==> config.mk <==
export PLATFORM = sky130hd
export DESIGN_NAME = bidir_dir_arbiter
export DESIGN_NICKNAME = d
export VERILOG_FILES = /design/src/rtl/bidir_dir_arbiter.sv
export SDC_FILE = /design/constraint.sdc
export NUM_CORES = 1
export LEC_CHECK = 0
export CAP_MARGIN = 40
export CORE_UTILIZATION = 50
export CTS_CLUSTER_SIZE = 8
export DETAILED_ROUTE_END_ITERATION = 10
export MAX_ROUTING_LAYER = met4
export PLACE_DENSITY = 0.7
export SYNTH_ARGS = -nofsm -noshare
export SYNTH_HDL_FRONTEND = slang
export SYNTH_SLANG_ARGS = --single-unit
==> constraint.sdc <==
create_clock -name clk -period 3.4 [get_ports clk]
set_input_delay 0.34 -clock clk [delete_from_list [all_inputs] [get_ports clk]]
set_output_delay 0.34 -clock clk [all_outputs]
set_load 0.05 [all_outputs]
==> src/rtl/bidir_dir_arbiter.sv <==
// bidir_dir_arbiter: owns the direction of one shared tristate link between
// side A (drives A->B) and side B (drives B->A). Every release passes through
// a Hi-Z dead time of TURN_CYC cycles. Ties are broken round-robin. A holder
// is forced off after MAX_HOLD cycles while the other side waits (0 = never).
// Optional build macro BIDIR_ARB_STATS_EN adds turn/preemption counters.
module bidir_dir_arbiter #(
   parameter int unsigned TURN_CYC = 2,
   parameter int unsigned MAX_HOLD = 8
) (
   input  logic        clk,
   input  logic        rst,
   input  logic        req_a,
   input  logic        req_b,
   output logic        gnt_a,
   output logic        gnt_b,
   output logic [1:0]  cfg,
`ifdef BIDIR_ARB_STATS_EN
   output logic [15:0] turn_count,
   output logic [7:0]  preempt_count,
`endif
   output logic        turn
);

   localparam int unsigned HOLD_W = 8;
   localparam int unsigned TURN_W = 4;
   localparam logic [TURN_W-1:0] TURN_LOAD = TURN_W'(TURN_CYC - 1);
   localparam logic [HOLD_W-1:0] HOLD_LAST = HOLD_W'((MAX_HOLD == 0) ? 0 : MAX_HOLD - 1);
   localparam bit PREEMPT_EN = (MAX_HOLD != 0);

   typedef enum logic [1:0] {IDLE, GNT_A, GNT_B, TURN} state_t;

   state_t              state, state_nxt, pick_c;
   logic                last_b, last_b_nxt;
   logic [HOLD_W-1:0]   hold_cnt, hold_nxt;
   logic [TURN_W-1:0]   turn_cnt, turn_nxt;
   logic                mine_c, other_c, preempt_c;

   // Arbitration pick for IDLE and the last dead-time cycle; ties go to the side not granted last.
   always_comb begin
      pick_c = IDLE;
      if (req_a && req_b)
         pick_c = last_b ? GNT_A : GNT_B;
      else if (req_a)
         pick_c = GNT_A;
      else if (req_b)
         pick_c = GNT_B;
   end

   // Next-state, hold and dead-time counter logic.
   always_comb begin
      state_nxt  = state;
      last_b_nxt = last_b;
      hold_nxt   = hold_cnt;
      turn_nxt   = turn_cnt;
      mine_c     = (state == GNT_A) ? req_a : req_b;
      other_c    = (state == GNT_A) ? req_b : req_a;
      preempt_c  = 1'b0;
      case (state)
         IDLE: state_nxt = pick_c;
         GNT_A, GNT_B: begin
            preempt_c = PREEMPT_EN && other_c && (hold_cnt == HOLD_LAST);
            if (preempt_c || !mine_c) begin
               state_nxt = TURN;
               turn_nxt  = TURN_LOAD;
            end else if (other_c) begin
               if (hold_cnt != {HOLD_W{1'b1}})
                  hold_nxt = hold_cnt + HOLD_W'(1);
            end else begin
               hold_nxt = '0;
            end
         end
         TURN: begin
            if (turn_cnt == '0)
               state_nxt = pick_c;
            else
               turn_nxt = turn_cnt - TURN_W'(1);
         end
         default: state_nxt = IDLE;
      endcase
      if ((state_nxt == GNT_A || state_nxt == GNT_B) && state_nxt != state) begin
         last_b_nxt = (state_nxt == GNT_B);
         hold_nxt   = '0;
      end
   end

   // State register; reset drops straight to IDLE with no dead time.
   always_ff @(posedge clk) begin
      if (rst) begin
         state    <= IDLE;
         last_b   <= 1'b1;
         hold_cnt <= '0;
         turn_cnt <= '0;
      end else begin
         state    <= state_nxt;
         last_b   <= last_b_nxt;
         hold_cnt <= hold_nxt;
         turn_cnt <= turn_nxt;
      end
   end

   // Registered decode of the next state so outputs always match the state.
   always_ff @(posedge clk) begin
      if (rst) begin
         gnt_a <= 1'b0;
         gnt_b <= 1'b0;
         cfg   <= 2'b00;
         turn  <= 1'b0;
      end else begin
         gnt_a <= (state_nxt == GNT_A);
         gnt_b <= (state_nxt == GNT_B);
         cfg   <= {state_nxt == GNT_A, state_nxt == GNT_B};
         turn  <= (state_nxt == TURN);
      end
   end

`ifdef BIDIR_ARB_STATS_EN
   // Saturating counts of dead-time entries and forced releases.
   always_ff @(posedge clk) begin
      if (rst) begin
         turn_count    <= '0;
         preempt_count <= '0;
      end else begin
         if (state_nxt == TURN && state != TURN && turn_count != 16'hFFFF)
            turn_count <= turn_count + 16'd1;
         if (preempt_c && preempt_count != 8'hFF)
            preempt_count <= preempt_count + 8'd1;
      end
   end
`endif

endmodule

==> run_results.csv <==
group,metric,value,unit
routing,drc,0,
sta,fin_crit_sh,89.7,%
routing,drtAntennaViolNets,0,
min_path,hp-start,"hold_cnt[2]",
clock_tree,cts_tree,"yes",
grt,grt_pass1_vias,866,
sta,worstMarginPinSlew,0.501,ns
synthesis,synth_top_family_by_area,"simple AND/OR/NAND/NOR gates",
worst_setup_path,cp_cell_sequence,"or4_1 > nor4_2 > o21a_1 > a21oi_1 > o21a_1 > inv_1 > ha_1 > inv_1 > a211oi_1 > a22oi_1 > nand2_1 > a211o_1",
synthesis,yosys.area_share.simple,28.2,%
grt,grt_max_degree,12,
sta,rsz0062_at_grt,"false",
worst_setup_path,cp_num_buf_inv,2,
synthesis,synth_fa_ha_area_share,10.1,%
sta,clock_skew,0.00820,ns
worst_setup_path,path_depth,12,
floorplanning,fp.dieH,49.2,um
floorplanning,die_w,49.2,um
worst_setup_path,crit_family,"compound AO/OA/AOI/OAI gates",
routing,dr.pass1.iters,4,
worst_setup_path,startpoint_type,"flop",
routing,first_iter_violations,20,
worst_setup_path,reg2reg_depth,12,
place,dp_hpwl,1.56,mm
cells_and_area,area_delta_synth_final,11.3,%
synthesis,avgSynthCellArea,8.63,sq um
min_path,hold_depth,2,
sta,finalSetupViolations,0,
grt,grtUsageTotal,20.2,%
power,p_int,456,uW
power,p_seq_share,36.5,%
place,gp_congestion,0.847,
cells_and_area,final_cell_mix,"dfxtp_1, nor2_1, inv_1, ha_1, clkdlybuf4s50_1",
synthesis,syn_area,1110,sq um
floorplanning,core_area,2020,sq um
grt,overflow,0,
floorplanning,initial_utilization,55.1,%
power,switching_share,39.9,%
synthesis,synth_cell_types,40,
sta,slew_viol_final,0,
synthesis,synth_compound_area_share,14.4,%
clock_tree,cts_hold_buf,0,
min_path,hold_end,"hold_cnt[2]",
clock_tree,numCtsBuffers,3,
synthesis,synth-seq-cells,18,
sta,setup_tns,0,ns
grt,grt_pass1_wl,3.59,mm
cells_and_area,mostFrequentLayoutCell,"dfxtp_1",
worst_setup_path,crit_fanout,6,
routing,via_per_inst,5.51,
cells_and_area,n_fill_cell,171,
worst_setup_path,cp.arrival,3.24,ns
clock_tree,htreeDepth,1,
power,ir_worst_vdd,0.349,mV
worst_setup_path,reg2reg_slack,0.35,ns
cells_and_area,diodes,0,
power,power.switching,303,uW
routing,routed_wl,2.05,mm
sta,layout_min_cycle_time,3.05,ns
worst_setup_path,crit_required,3.59,ns
synthesis,ys_seq_area_share,32.4,%
floorplanning,rows,16,
synthesis,synth_xor_xnor_area_share,6.29,%
power,p_clk_share,13.9,%
routing,avgRoutedWirePerCell,12.5,um
min_path,hp-class,"reg2reg",
flow_run,cap_violations,0,
run_status,status,"finished, final reports clean",
sta,fmax,0.328,GHz
power,leakage,0.491,nW
synthesis,synthCells,129,
clock_tree,cts_root_buf,"clkbuf_4",
worst_setup_path,crit_path_max_incr_delay,0.59,ns
power,power_frac_comb,49.6,%
synthesis,synth_mux_area_share,3.60,%
worst_setup_path,cp_slowest_cell,"or4_1",
clock_tree,clk_pin_slew,0.10,ns
power,power_density,612,nW/um^2
power,power,759,uW
synthesis,syn-num-nets,142,
sta,slew_headroom,66.5,%
worst_setup_path,r2r-start,"hold_cnt[3]",
worst_setup_path,end_kind,"flop",
cells_and_area,nets,152,
routing,num_vias,903,
sta,finalHoldViolations,0,
place,portBuffers,8,
worst_setup_path,rr_endpoint,"last_b",
worst_setup_path,path_class,"reg2reg",
grt,antenna_found_initial,0,
clock_tree,cts.sinks,18,
synthesis,yosysWarnings,0,
floorplanning,pin_count,9,
cells_and_area,drive_above_1_share,9.49,%
clock_tree,cts_buffer_depth,2,
clock_tree,insertion_delay,0.29,ns
floorplanning,die_area,2420,sq um
-- layout make-up --
cell class                 instances  area, sq um  share of cell area (%)
clock buffer                       3         22.5                    1.82
inverter                          10         37.5                    3.03
multi-input combinational         98          706                    56.9
sequential                        18          360                    29.1
tap                               27         33.8                    2.72
timing repair buffer               8         80.1                    6.46
-- cell usage after synthesis, drive strengths merged --
cell type / instances / share of area [%]
buf: 2 / 1.3
and4bb: 1 / 1.1
a211o: 1 / 0.79
xor2: 5 / 3.9
inv: 10 / 3.4
or3: 2 / 1.2
ha: 9 / 10
o21ai: 3 / 1.3
nor2b: 6 / 3.4
and3: 2 / 1.6
or4: 1 / 0.67
nand3b: 1 / 0.67
a21oi: 5 / 2.2
a41o: 1 / 0.90
nor3: 3 / 1.3
nor3b: 1 / 0.67
clkbuf: 1 / 0.34
nand2: 6 / 2.0
a21bo: 1 / 0.90
o21a: 3 / 2.0
nor4b: 1 / 1.3
o21bai: 1 / 0.67
nand3: 3 / 1.3
nor4: 2 / 1.7
a21o: 2 / 1.3
a22oi: 1 / 0.67
o32ai: 1 / 0.79
mux2i: 4 / 3.6
or3b: 2 / 1.8
a211oi: 4 / 2.7
xnor2: 3 / 2.4
nand2b: 3 / 1.7
nor2: 16 / 5.4
or2: 1 / 0.56
nand4: 3 / 1.7
dfxtp: 18 / 32
-- layer usage --
| layer | track usage, % | share of wire [%] | wire length [um] | vias up |
|---|---|---|---|---|
| met1 | 23.4 | 47 | 973 | 417 |
| met3 | 5.61 | 2.7 | 56 | 4 |
| met5 | - | 0 | 0 | - |
| li1 | - | - | - | 469 |
| met2 | 33.1 | 48 | 985 | 13 |
| met4 | 7.35 | 1.7 | 34 | 0 |
-- worst reg2reg max path, cell delays in order (launching register included) --
cell and delay, ns:
dfxtp_1 0.37, or4_1 0.59, nor4_2 0.31, o21a_1 0.23, a21oi_1 0.06, o21a_1 0.21, inv_1 0.09, ha_1 0.23
inv_1 0.10, a211oi_1 0.05, a22oi_1 0.30, nand2_1 0.12, a211o_1 0.30
-- logic make-up (layout without fill, tap and decap cells) --
logic type | after synthesis | in the layout
AND/OR/NAND/NOR | 54 | 54
AO/OA/AOI/OAI | 23 | 23
flip-flops | 18 | 18
buffers and inverters | 13 | 21
adder cells (fa/ha/maj) | 9 | 9
XOR/XNOR | 8 | 8
multiplexers | 4 | 4
-- power groups by stage --
stage	combinational [mW]	clock (mW)	sequential, mW
after CTS	0.373	0.111	0.277
after global placement	0.367	0	0.279
final	0.376	0.106	0.277
after floorplan	0.283	0	0.293
after detailed placement	0.370	0	0.281
after global routing	0.417	0.121	0.283
-- flip-flops by register name, indices dropped and copies added (netlist names) --
signal / cells
hold_cnt: 8
cfg: 1
turn: 1
turn_cnt: 4
gnt_a: 1
state: 2
last_b: 1
-- metrics by stage --
stage               hold slack [ns]  utilization [%]  setup slack [ns]  area (sq um)  std cells
finish                        0.481             61.3             0.350          1240        164
global route                  0.516             61.3            0.0483          1240        164
CTS                           0.482             60.9             0.264          1230        164
detailed placement            0.468             59.8             0.213          1210        161
global placement              0.458             59.8             0.280          1210        161
floorplan                     0.443                -             0.652          1110        129
-- what timing repair did --
item | in CTS | in global routing
resized for setup | 0 | 2
setup buffers | 0 | 0
endpoints found under the setup margin | 0 | 1
-- how the worst max path moves through the flow --
stage | from | slack [ns] | to
floorplan | hold_cnt[3] | 0.65 | last_b
global placement | req_a | 0.28 | hold_cnt[2]
detailed placement | req_a | 0.21 | hold_cnt[2]
CTS | state[1] | 0.26 | hold_cnt[2]
global route | state[1] | 0.05 | hold_cnt[2]
finish | hold_cnt[3] | 0.35 | last_b
Note: power is estimated with default switching activity, not from simulation.
